--- config.mk ---
export PLATFORM = sky130hd
export DESIGN_NAME = shift_stim_gen
export DESIGN_NICKNAME = d
export VERILOG_FILES = /design/src/rtl/shift_stim_pkg.sv /design/src/rtl/shift_step.sv /design/src/rtl/shift_stim_gen.sv
export SDC_FILE = /design/constraint.sdc
export NUM_CORES = 1
export LEC_CHECK = 0
export BUFFER_PORTS_ARGS = -buffer_cell sky130_fd_sc_hd__clkbuf_2
export CORE_MARGIN = 5
export CORE_UTILIZATION = 52
export CTS_CLUSTER_DIAMETER = 200
export CTS_CLUSTER_SIZE = 25
export DETAILED_ROUTE_END_ITERATION = 12
export GPL_TIMING_DRIVEN = 0
export PLACE_DENSITY = 0.79
export SLEW_MARGIN = 30
export SYNTH_ARGS = -nofsm -noshare
export SYNTH_HDL_FRONTEND = slang
export SYNTH_SLANG_ARGS = --single-unit
--- constraint.sdc ---
create_clock -name clk -period 2.1 [get_ports clk]
set_input_delay 0.21 -clock clk [delete_from_list [all_inputs] [get_ports clk]]
set_output_delay 0.21 -clock clk [all_outputs]
set_load 0.005 [all_outputs]
--- src/rtl/shift_stim_pkg.sv ---
// Shared types for the shift stimulus generator: shift-mode encoding,
// FSM state enumeration and a parity helper.
package shift_stim_pkg;

    typedef enum logic [1:0] {
        SHIFT_LSL = 2'b00,
        SHIFT_LSR = 2'b01,
        SHIFT_ASL = 2'b10,
        SHIFT_ASR = 2'b11
    } shift_mode_e;

    typedef enum logic [1:0] {
        ST_IDLE = 2'b00,
        ST_RUN  = 2'b01,
        ST_DONE = 2'b10
    } state_e;

    function automatic logic parity_of(input logic [63:0] word);
        return ^word;
    endfunction

endpackage

--- src/rtl/shift_step.sv ---
// Single-step combinational shifter: moves the word one bit in the
// direction selected by mode.
module shift_step
    import shift_stim_pkg::*;
#(
    parameter int unsigned WIDTH = 9
) (
    input  shift_mode_e        mode,
    input  logic [WIDTH-1:0]   in,
    output logic [WIDTH-1:0]   out
);

    always_comb begin
        out = '0;
        unique case (mode)
            SHIFT_LSL,
            SHIFT_ASL: out = {in[WIDTH-2:0], 1'b0};
            SHIFT_LSR: out = {1'b0, in[WIDTH-1:1]};
            SHIFT_ASR: out = {in[WIDTH-1], in[WIDTH-1:1]};
            default:   out = '0;
        endcase
    end

endmodule

--- src/rtl/shift_stim_gen.sv ---
// Emits count words starting at seed, each the previous word shifted by one
// bit, over a valid/ready stream with a one-cycle done pulse at the end.
module shift_stim_gen
    import shift_stim_pkg::*;
#(
    parameter int unsigned WIDTH = 9,
    parameter int unsigned CNT_W = 8
) (
    input  logic             clk,
    input  logic             rst_n,
    input  logic             start,
    input  logic             abort,
    input  logic [WIDTH-1:0] seed,
    input  logic [1:0]       mode,
    input  logic [CNT_W-1:0] count,
    output logic [WIDTH-1:0] out_data,
    output logic             out_par,
    output logic             out_valid,
    input  logic             out_ready,
    output logic             busy,
    output logic             done
);

    state_e            state;
    state_e            state_nxt;
    shift_mode_e       mode_q;
    logic [CNT_W-1:0]  remain;
    logic [WIDTH-1:0]  data_q;
    logic [WIDTH-1:0]  data_shifted;
    logic              par_q;
    logic              load;
    logic              advance;

    shift_step #(
        .WIDTH (WIDTH)
    ) u_step (
        .mode (mode_q),
        .in   (data_q),
        .out  (data_shifted)
    );

    always_ff @(posedge clk or negedge rst_n) begin
        if (!rst_n) begin
            state <= ST_IDLE;
        end else begin
            state <= state_nxt;
        end
    end

    // Abort wins over a beat offered in the same cycle.
    always_comb begin
        state_nxt = state;
        out_valid = 1'b0;
        busy      = 1'b0;
        done      = 1'b0;
        load      = 1'b0;
        advance   = 1'b0;
        unique case (state)
            ST_IDLE: begin
                if (start) begin
                    load      = 1'b1;
                    state_nxt = (count != '0) ? ST_RUN : ST_DONE;
                end
            end
            ST_RUN: begin
                out_valid = 1'b1;
                busy      = 1'b1;
                if (abort) begin
                    state_nxt = ST_IDLE;
                end else if (out_ready) begin
                    advance = 1'b1;
                    if (remain == CNT_W'(1)) begin
                        state_nxt = ST_DONE;
                    end
                end
            end
            ST_DONE: begin
                done      = 1'b1;
                state_nxt = ST_IDLE;
            end
            default: begin
                state_nxt = ST_IDLE;
            end
        endcase
    end

    always_ff @(posedge clk or negedge rst_n) begin
        if (!rst_n) begin
            data_q <= '0;
            par_q  <= 1'b0;
            mode_q <= SHIFT_LSL;
            remain <= '0;
        end else if (load) begin
            data_q <= seed;
            par_q  <= parity_of(64'(seed));
            mode_q <= shift_mode_e'(mode);
            remain <= count;
        end else if (advance) begin
            data_q <= data_shifted;
            par_q  <= parity_of(64'(data_shifted));
            remain <= remain - CNT_W'(1);
        end
    end

    assign out_data = data_q;
    assign out_par  = par_q;

endmodule

; Yosys cells after proc, flatten, opt, wreduce, memory -nomap -nowiden
; Cells that the tools add are included.
[word_totals]
input_bits = 24
output_inout_bits = 13
word_cells = 43
reg_bits = 22
[op_classes]
n_mux = 20
eq_ne = 9
addsub = 1
n_reduce_logical = 8
[ops]
columns = op, count
row1 = 64-bit XOR reduction, 2
row2 = 9-bit case mux with 3 select lines, 1
row3 = 9-bit two-way mux, 2
row4 = 8-bit two-way mux, 2
row5 = 2-bit two-way mux, 5
row6 = 1-bit two-way mux, 9
row7 = "8-bit by 1-bit == test with 1-bit output, second input constant", 1
row8 = 8-bit nonzero test, 1
row9 = "8-bit by 1-bit subtractor with 8-bit output, second input constant", 1
row10 = "2-bit == test, second input constant", 3
row11 = "3-bit != test, second input constant", 2
row12 = "2-bit by 1-bit == test with 1-bit output, second input constant", 2
row13 = 2-bit logical NOT, 2
row14 = 2-bit case mux with 2 select lines, 1
row15 = 3-bit AND reduction, 1
row16 = "2-bit != test, second input constant", 1
row17 = 2-bit nonzero test, 1
row18 = 2-bit OR reduction, 1

; Depth between registers and ports, before layout
; Gate-level depths: netlist of the first run.
[logic_depth]
word_depth = 6
mapped_depth = 7
mapped_depth_nobuf = 6

; By module
; From an unflattened synthesis of the first run, not the netlist that was laid out.
[unflattened]
cells_unflattened = 146
hier_area_um2 = 1391.3
[modules_own_cells]
columns = mod, cells_per_inst, seq_area_each_um2, instances, area_each_um2
row1 = shift_stim_gen, 134, 550.5, 1, 1253.7
row2 = shift_step, 12, 0.0, 1, 137.6

; Least setup slack after synthesis of the first run
; OpenSTA, ideal clock, no wires.
[synth_timing]
path_type = register to register
start = reg remain[4]
end = reg state[1]
path_stages_with_launch = 4
synth_period_minus_slack_ps = 1695
arrival_ps = 1609
n_path_buf = 0
slack_ps = 405
t_required_ps = 2013
setup_time_ps = 87
cell_sequence = dfrtp_1 -> or4_4 -> or4_4 -> a211oi_2
[synth_between]
elab_chain_len = 3
[synth_rtl]
columns = item, line
row1 = "start, declared", shift_stim_gen.sv:27  ; logic [CNT_W-1:0] remain;
row2 = "start signal, assigned", shift_stim_gen.sv:97  ; remain <= count;
row3 = "start signal, assigned", shift_stim_gen.sv:101  ; remain <= remain - CNT_W'(1);
row4 = 8-bit by 1-bit == test with 1-bit output, shift_stim_gen.sv:72  ; if (remain == CNT_W'(1)) begin
row5 = 3-bit != test (no source line), n/a
row6 = 3-bit AND reduction (no source line), n/a
row7 = "end signal, assigned", shift_stim_gen.sv:46  ; state <= state_nxt;
row8 = "end, declared", shift_stim_gen.sv:24  ; state_e state;
; No other way between the ends.
; A chain may end at the register's enable or synchronous reset.

; Worst setup path after layout of the first run
[layout_timing]
start = reg state[1]
end = reg remain[6]
[layout_between]
elab_chain_len = 3
word_cells_on_any_way = 6
cone_classes = eq/ne: 1 / mux: 3 / reduce/logical: 2
[layout_rtl]
columns = item, line
row1 = 2-bit by 1-bit == test with 1-bit output / 2-bit logical NOT (equally long branches), shift_stim_gen.sv:58  ; unique case (state)
row2 = 1-bit two-way mux, shift_stim_gen.sv:58
row3 = 2-bit nonzero test (no source line) / 8-bit two-way mux (equally long branches), n/a
; Several ways; a longest one is shown, not always the timed one.

==> results.md, run 1 <==
* Status: completed
* Total CTS buffers at 3
* Hpwl dp at ~2600 um
* Maximum root-to-sink buffer count at 2
* Hold Crit Endpoint: mode_q[0]
* Post-cts sizing count at 0
* Sw Ratio at 41.2%
* Net switching power at 949 uW
* Logic pwr share at 51.3%
* Multi-input gate area at roughly 770 sq um
* CP bufs+invs at 2
* Drt drc at 0
* Drt wl/cell at 15.9 um
* Pwr/cell area at 1410 mW/mm^2
* Slew of the pin with the lowest slew margin at 597 ps
* Crit Path Category: register to register
* Syn Nets at 169
* Synth cell types at 35
* CP max FO at 10
* Cells after synthesis at 143
* First-pass GRT wire length at 5590 um
* EDFF count, synth at 0
* Largest net degree at the start of global routing at 23
* H-Tree Depth at 1
* Area grow syn2layout at 19.4%
* Vias per inst at 5.94
* TNS Setup at 0 ps
* Startpoint types: register
* NumNets Final at 211
* CTS tree: yes
* Tot GR Track Use at 20.1%
* CORE AREA at 0.00250 sq mm
* PortBufs at 36
* Power, Total at 2.30 mW
* Final Max Tran Viols at 0
* Sink Count at 22
* Std-Cell Rows at 18
* Leading register cell type out of synthesis: dfrtp_1
* Post-synthesis cell area at 0.00136 sq mm
* Worst VDD drop at 0.904 mV
* Levels on crit path at 7
* Synthesis warning total at 0
* Arrival time worst endpoint at 2150 ps
* Cell family with most CP delay: buffers and inverters
* Fin. Hold Viols at 0
* GRT overflow at 0
* Final setup viols at 0
* 1st-pass router iterations at 4
* Slew headroom at between 60% and 70%
* Worst-Skew Late Latency at 310 ps
* Postcts setup bufs at 0
* Synthesized flop and latch total at 22
* Detail Route Antenna Nets at 0
* Cells along the critical path: nor2_1, and2_1, clkbuf_1, nor2_1, clkbuf_1, o21ai_0, o211ai_1
* Hold depth at 3
* Layout Skew at 1.33 ps
* FF-to-FF path depth at 7
* Vias at 1,271
* Fill cells at 233
* Met3 usage at 2.94%
* Fin crit period at 1910 ps
* Worst r2r src: state[1]
* Initial DRC count at 75
* Area contributors post-synth: dfrtp_1, xnor2_1, a221o_1
* Fmax at between 0.5 and 0.6 GHz
* Gpl congestion at 0.841
* Max incr delay on CP at roughly 470 ps
* Worst Hold Class: primary input to register
* Leak at roughly 0.75 nW
* Antenna diodes at 0
* Detailed Route WL at 3390 um
* CTS clk-pin slew, worst paths at 130 ps
* Mean Syn Cell Area at between 9 and 10 sq um
* Met2 usage at 30.1%
* Worst reg2reg endpoint: remain[6]
* Global route hottest layer: met2
* Final cell utilization of the core at 65.1%
* Layout cell share with drive strength beyond 1 at 25.5%
* Synth async-reset ratio at 100%
* Share of the synthesized area in the top cell type at 40.4%
* RSZ-0062 raised after global routing: false
* I/O pin count at 37
* Clk pwr share at 10.7%
* Reg area at about 550 sq um
* Worst R2R Setup Slack at 190 ps
* Chip Width at 61.2 um
* CP Data Required Time at ~2400 ps
* Final period utilization at 90.8%
* Vias in the first global route at 1,218
* Min-delay src: mode[0]
* Int Pwr at 1.35 mW
* Max_cap viols at 0
* Yosys top cell by area: dfrtp_1
* Initial antenna violation count at 0
* CTS Root Cell: clkbuf_4
* CP max stage cell: dfrtp_1
* Seq pwr share at 38.0%
* M1 GR Usage at 29.3%
* Die height at 61.2 um
* Sequential-to-total area share from yosys stat at between 40 and 50%
* Setup crit end kind: register
* Total die area at approximately 0.0037 sq mm
* Initial Util at ~55%
[power groups by stage]
stage	Combinational, mW	Clock, mW	Sequential, mW
2_1_floorplan	0.884	0	0.822
3_3_place_gp	1.15	0	0.858
3_5_place_dp	1.18	0	0.878
4_1_cts	1.18	0.250	0.869
5_1_grt	1.31	0.262	0.911
6_report	1.18	0.246	0.874
[state kept, by name, summed over array words and instances (netlist names)]
register  count
mode_q        2
out_data      9
out_par       1
remain        8
state         2
[cells in the mapped netlist (all sizes together) (3+ instances only)]
cell type / number
a221o: 11
nand2: 19
a21oi: 4
mux2i: 8
clkbuf: 6
nor2: 19
dfrtp: 22
xor2: 3
or4: 4
xnor2: 13
o21ai: 5
[placed cells by master (no fill, tap or decap), types with 3 or more instances in the layout]
cell / n
mux2i_1: 8
dfrtp_1: 22
nand2_1: 19
xnor2_1: 13
xor2_1: 3
a221o_1: 11
nor2_1: 19
clkbuf_1: 6
clkbuf_2: 36
clkbuf_4: 3
o21ai_0: 5
a21oi_1: 4
[tightest hold or removal path: stages]
cell,delay [ps]
clkbuf_2,70
nand2_1,40
nand2_1,40
[cell families (layout without fill, tap and decap cells)]
kind of cell / Yosys count / after routing / share of synthesized area [%]
and+or+nand+nor: 56 / 56 / 20.4
adders and majority gates: 2 / 2 / 1.83
AOI/OAI and AO/OA: 27 / 27 / 15.8
buffers and inverters: 10 / 51 / 3.03
DFF: 22 / 22 / 40.4
xor gates and xnor gates: 17 / 17 / 11.9
muxes: 9 / 9 / 6.70
[timing repair]
item	in CTS	in global routing
hold buffers	1	0
setup endpoints to repair	0	0
endpoints found under the hold margin	22	0
[worst max-delay path by stage]
| stage | startpoint | end | slack [ps] |
|---|---|---|---|
| 2_1_floorplan | remain[4] | state[1] | 400 |
| 3_3_place_gp | state[1] | remain[6] | 320 |
| 3_5_place_dp | state[1] | remain[6] | 270 |
| 4_1_cts | state[1] | remain[6] | 240 |
| 5_1_grt | state[1] | remain[6] | 90 |
| 6_report | state[1] | remain[6] | 190 |
[routing by layer]
layer  wire [um]  part of all wire (%)  vias up
met5           0                     0        -
met4          29                  0.85        0
met2        1570                    46       54
met3         279                   8.2        4
li1            -                     -      591
met1        1510                    45      622
[per-stage QoR]
stage | hold WS (ps) | std cells | setup WS, ps | area (sq um)
5_1_grt | 94.2 | 214 | 87.3 | 1630
6_report | 70.0 | 214 | 192 | 1630
4_1_cts | 69.2 | 214 | 244 | 1630
2_1_floorplan | -85.6 | 143 | 405 | 1360
3_5_place_dp | 227 | 209 | 274 | 1580
3_3_place_gp | 226 | 209 | 321 | 1580
[area by class of cell]
class,instances,area share [%]
inverter,2,0.461
buffer,8,2.08
clock buffer,4,2.23
tap,30,2.31
sequential,22,33.8
timing repair buffer,37,11.7
multi-input combinational,111,47.4
Note: power is estimated with default switching activity, not from simulation.
==> run 2: changes to the inputs <==
- PLACE_DENSITY: 0.79 -> 0.85
- clock period: 2.1 -> 1.8 ns (I/O delays scaled with it)
==> results.md, run 2 (synthesis gave the netlist of run 1 again) <==
* Worst R2R Setup Slack at 50 ps
* Power, Total at 2.88 mW
* Tot GR Track Use at 20.8%
* Initial Util at 54.6%
* Final worst setup slack at 52.5 ps
* CP Data Required Time at between 1500 and 2000 ps
* Status: completed
* Worst Hold Class: primary input to register
* Hpwl dp at 2670 um
* Initial DRC count at 74
* Final period utilization at 97.1%
* CTS Root Cell: clkbuf_4
* 1st-pass router iterations at 4
* Area grow syn2layout at 22.8%
* Fill cells at 198
* CORE AREA at 0.00250 sq mm
* Drt wl/cell at ~16 um
* Slew headroom at a little over three fifths
* CP max stage cell: or4_4
* Commonest non-fill, non-tap cell in the layout: clkbuf_2
* Drt drc at 0
* Maximum root-to-sink buffer count at 2
* Layout Skew at 4.57 ps
* Layout cell share with drive strength beyond 1 at between 30% and 40%
* Detailed Route WL at 3510 um
* Startpoint types: register
* Final Max Tran Viols at 0
* Detail Route Antenna Nets at 0
* Pwr/cell area at 1720 mW/mm^2
* CTS tree: yes
* Largest register FFs at 9
* GRT overflow at 0
* Crit Path Category: register to register
* Total CTS buffers at 3
* PortBufs at 36
* Arrival time worst endpoint at 1940 ps
* Largest net degree at the start of global routing at 23
* Pre-CTS setup slack at -22.2 ps
* Worst reg2reg endpoint: remain[7]
* Slew of the pin with the lowest slew margin at 557 ps
* Vias at ~1,300
* Max incr delay on CP at 530 ps
* CP max FO at 5
* Vias per inst at 5.90
* Chip Width at 61.2 um
* First-pass GRT wire length at 5810 um
* I/O pin count at 37
* Cells along the critical path: or4_4, and2b_2, nor2_1, o21ai_0, o311ai_0
* Vias in the first global route at 1,274
* Hold depth at 3
* Final cell utilization of the core at 67.0%
* Total die area at 0.00375 sq mm
* H-Tree Depth at 1
* Final setup viols at 0
* RSZ-0062 raised after global routing: false
* Commonest cells after routing, fill and taps aside: clkbuf_2, dfrtp_1, nor2_1, nand2_1, xnor2_1
* Non-Filler Instances at between 200 and 250
* Worst VDD drop at 0.985 mV
* DP Cell Count at 209
* Hold Crit Endpoint: mode_q[1]
* FF-to-FF path depth at 5
* NumNets Final at about 210
* Fin area at 0.00167 sq mm
* Antenna diodes at 0
* Fmax at between 0.5 and 0.6 GHz
* Dpl cell area at 0.00158 sq mm
* Std-Cell Rows at 18
* Worst-Skew Late Latency at 330 ps
* CTS clk-pin slew, worst paths at approximately 130 ps
* Gpl congestion at around 0.84
* Initial antenna violation count at 0
* Leak at 0.779 nW
* Worst r2r src: remain[3]
* Setup crit end kind: register
* Die height at 61.2 um
* Fin crit period at 1750 ps
* Sink Count at 22
* Max_cap viols at 0
* Min-delay src: mode[1]
* Fin. Hold Viols at 0
run 2: cell types whose count changed in the layout (fill, tap and decap cells not counted), sizes merged:
| cell | previous run | this run |
|---|---|---|
| buf | 2 | 5 |
| clkbuf | 46 | 44 |
| bufinv | 0 | 1 |
run 2: per-stage QoR:
stage	setup TNS, ps	hold WS [ps]
after floorplan	0	-116
after global placement	0	189
after detailed placement	-22.2	197
after CTS	0	42.1
after global routing	0	63.9
final	0	38.3
run 2: layout make-up:
class / instances / area (sq um) / share of cell area [%]
plain buffers: 7 / 35.0 / 2.09
multi-input cells: 111 / 777 / 46.4
flip-flops and latches: 22 / 552 / 33.0
clock buffers: 3 / 22.5 / 1.35
clock inverters: 1 / 30.0 / 1.79
repair buffers: 40 / 213 / 12.7
inverters: 2 / 7.51 / 0.448
well taps: 30 / 37.5 / 2.24
run 2: worst max path at each step:
stage | startpoint | end | slack (ps) | cells after the start
floorplan | remain[4] | state[1] | 100 | 3
global placement | state[1] | remain[6] | 20 | 7
detailed placement | state[1] | remain[6] | -20 | 7
CTS | remain[3] | state[1] | 2 | 3
global route | remain[5] | remain[6] | 20 | 6
finish | remain[3] | remain[7] | 50 | 5
run 2: what timing repair did:
item | 4_1_cts | 5_1_grt
gates resized for setup | 2 | 7
gates cloned | 0 | 0
endpoints found under the hold margin | 22 | 0
hold buffers | 1 | 0
endpoints found under the setup margin | 5 | 17
pin swaps | 0 | 2
setup buffers | 2 | 1
run 2: metal layers:
metal,wire length [um],GRT usage [%],vias up
met2,1810,34.6,51
met4,46,6.81,0
met3,207,2.73,7
li1,-,-,596
met1,1440,27.9,620
met5,0,0,-
run 2: critical path: cells and delay by family (launching register included):
kind,cells,cell delay [ps]
AND/OR/NAND/NOR,3,810
flip-flops,1,460
AO/OA/AOI/OAI,2,340
run 2: report_power, final:
group	switching, mW	leakage (nW)	internal (mW)
Clock	0.174	0.0279	0.225
Sequential	0.286	0.270	0.725
Combinational	0.691	0.481	0.779
Total	1.15	0.779	1.73
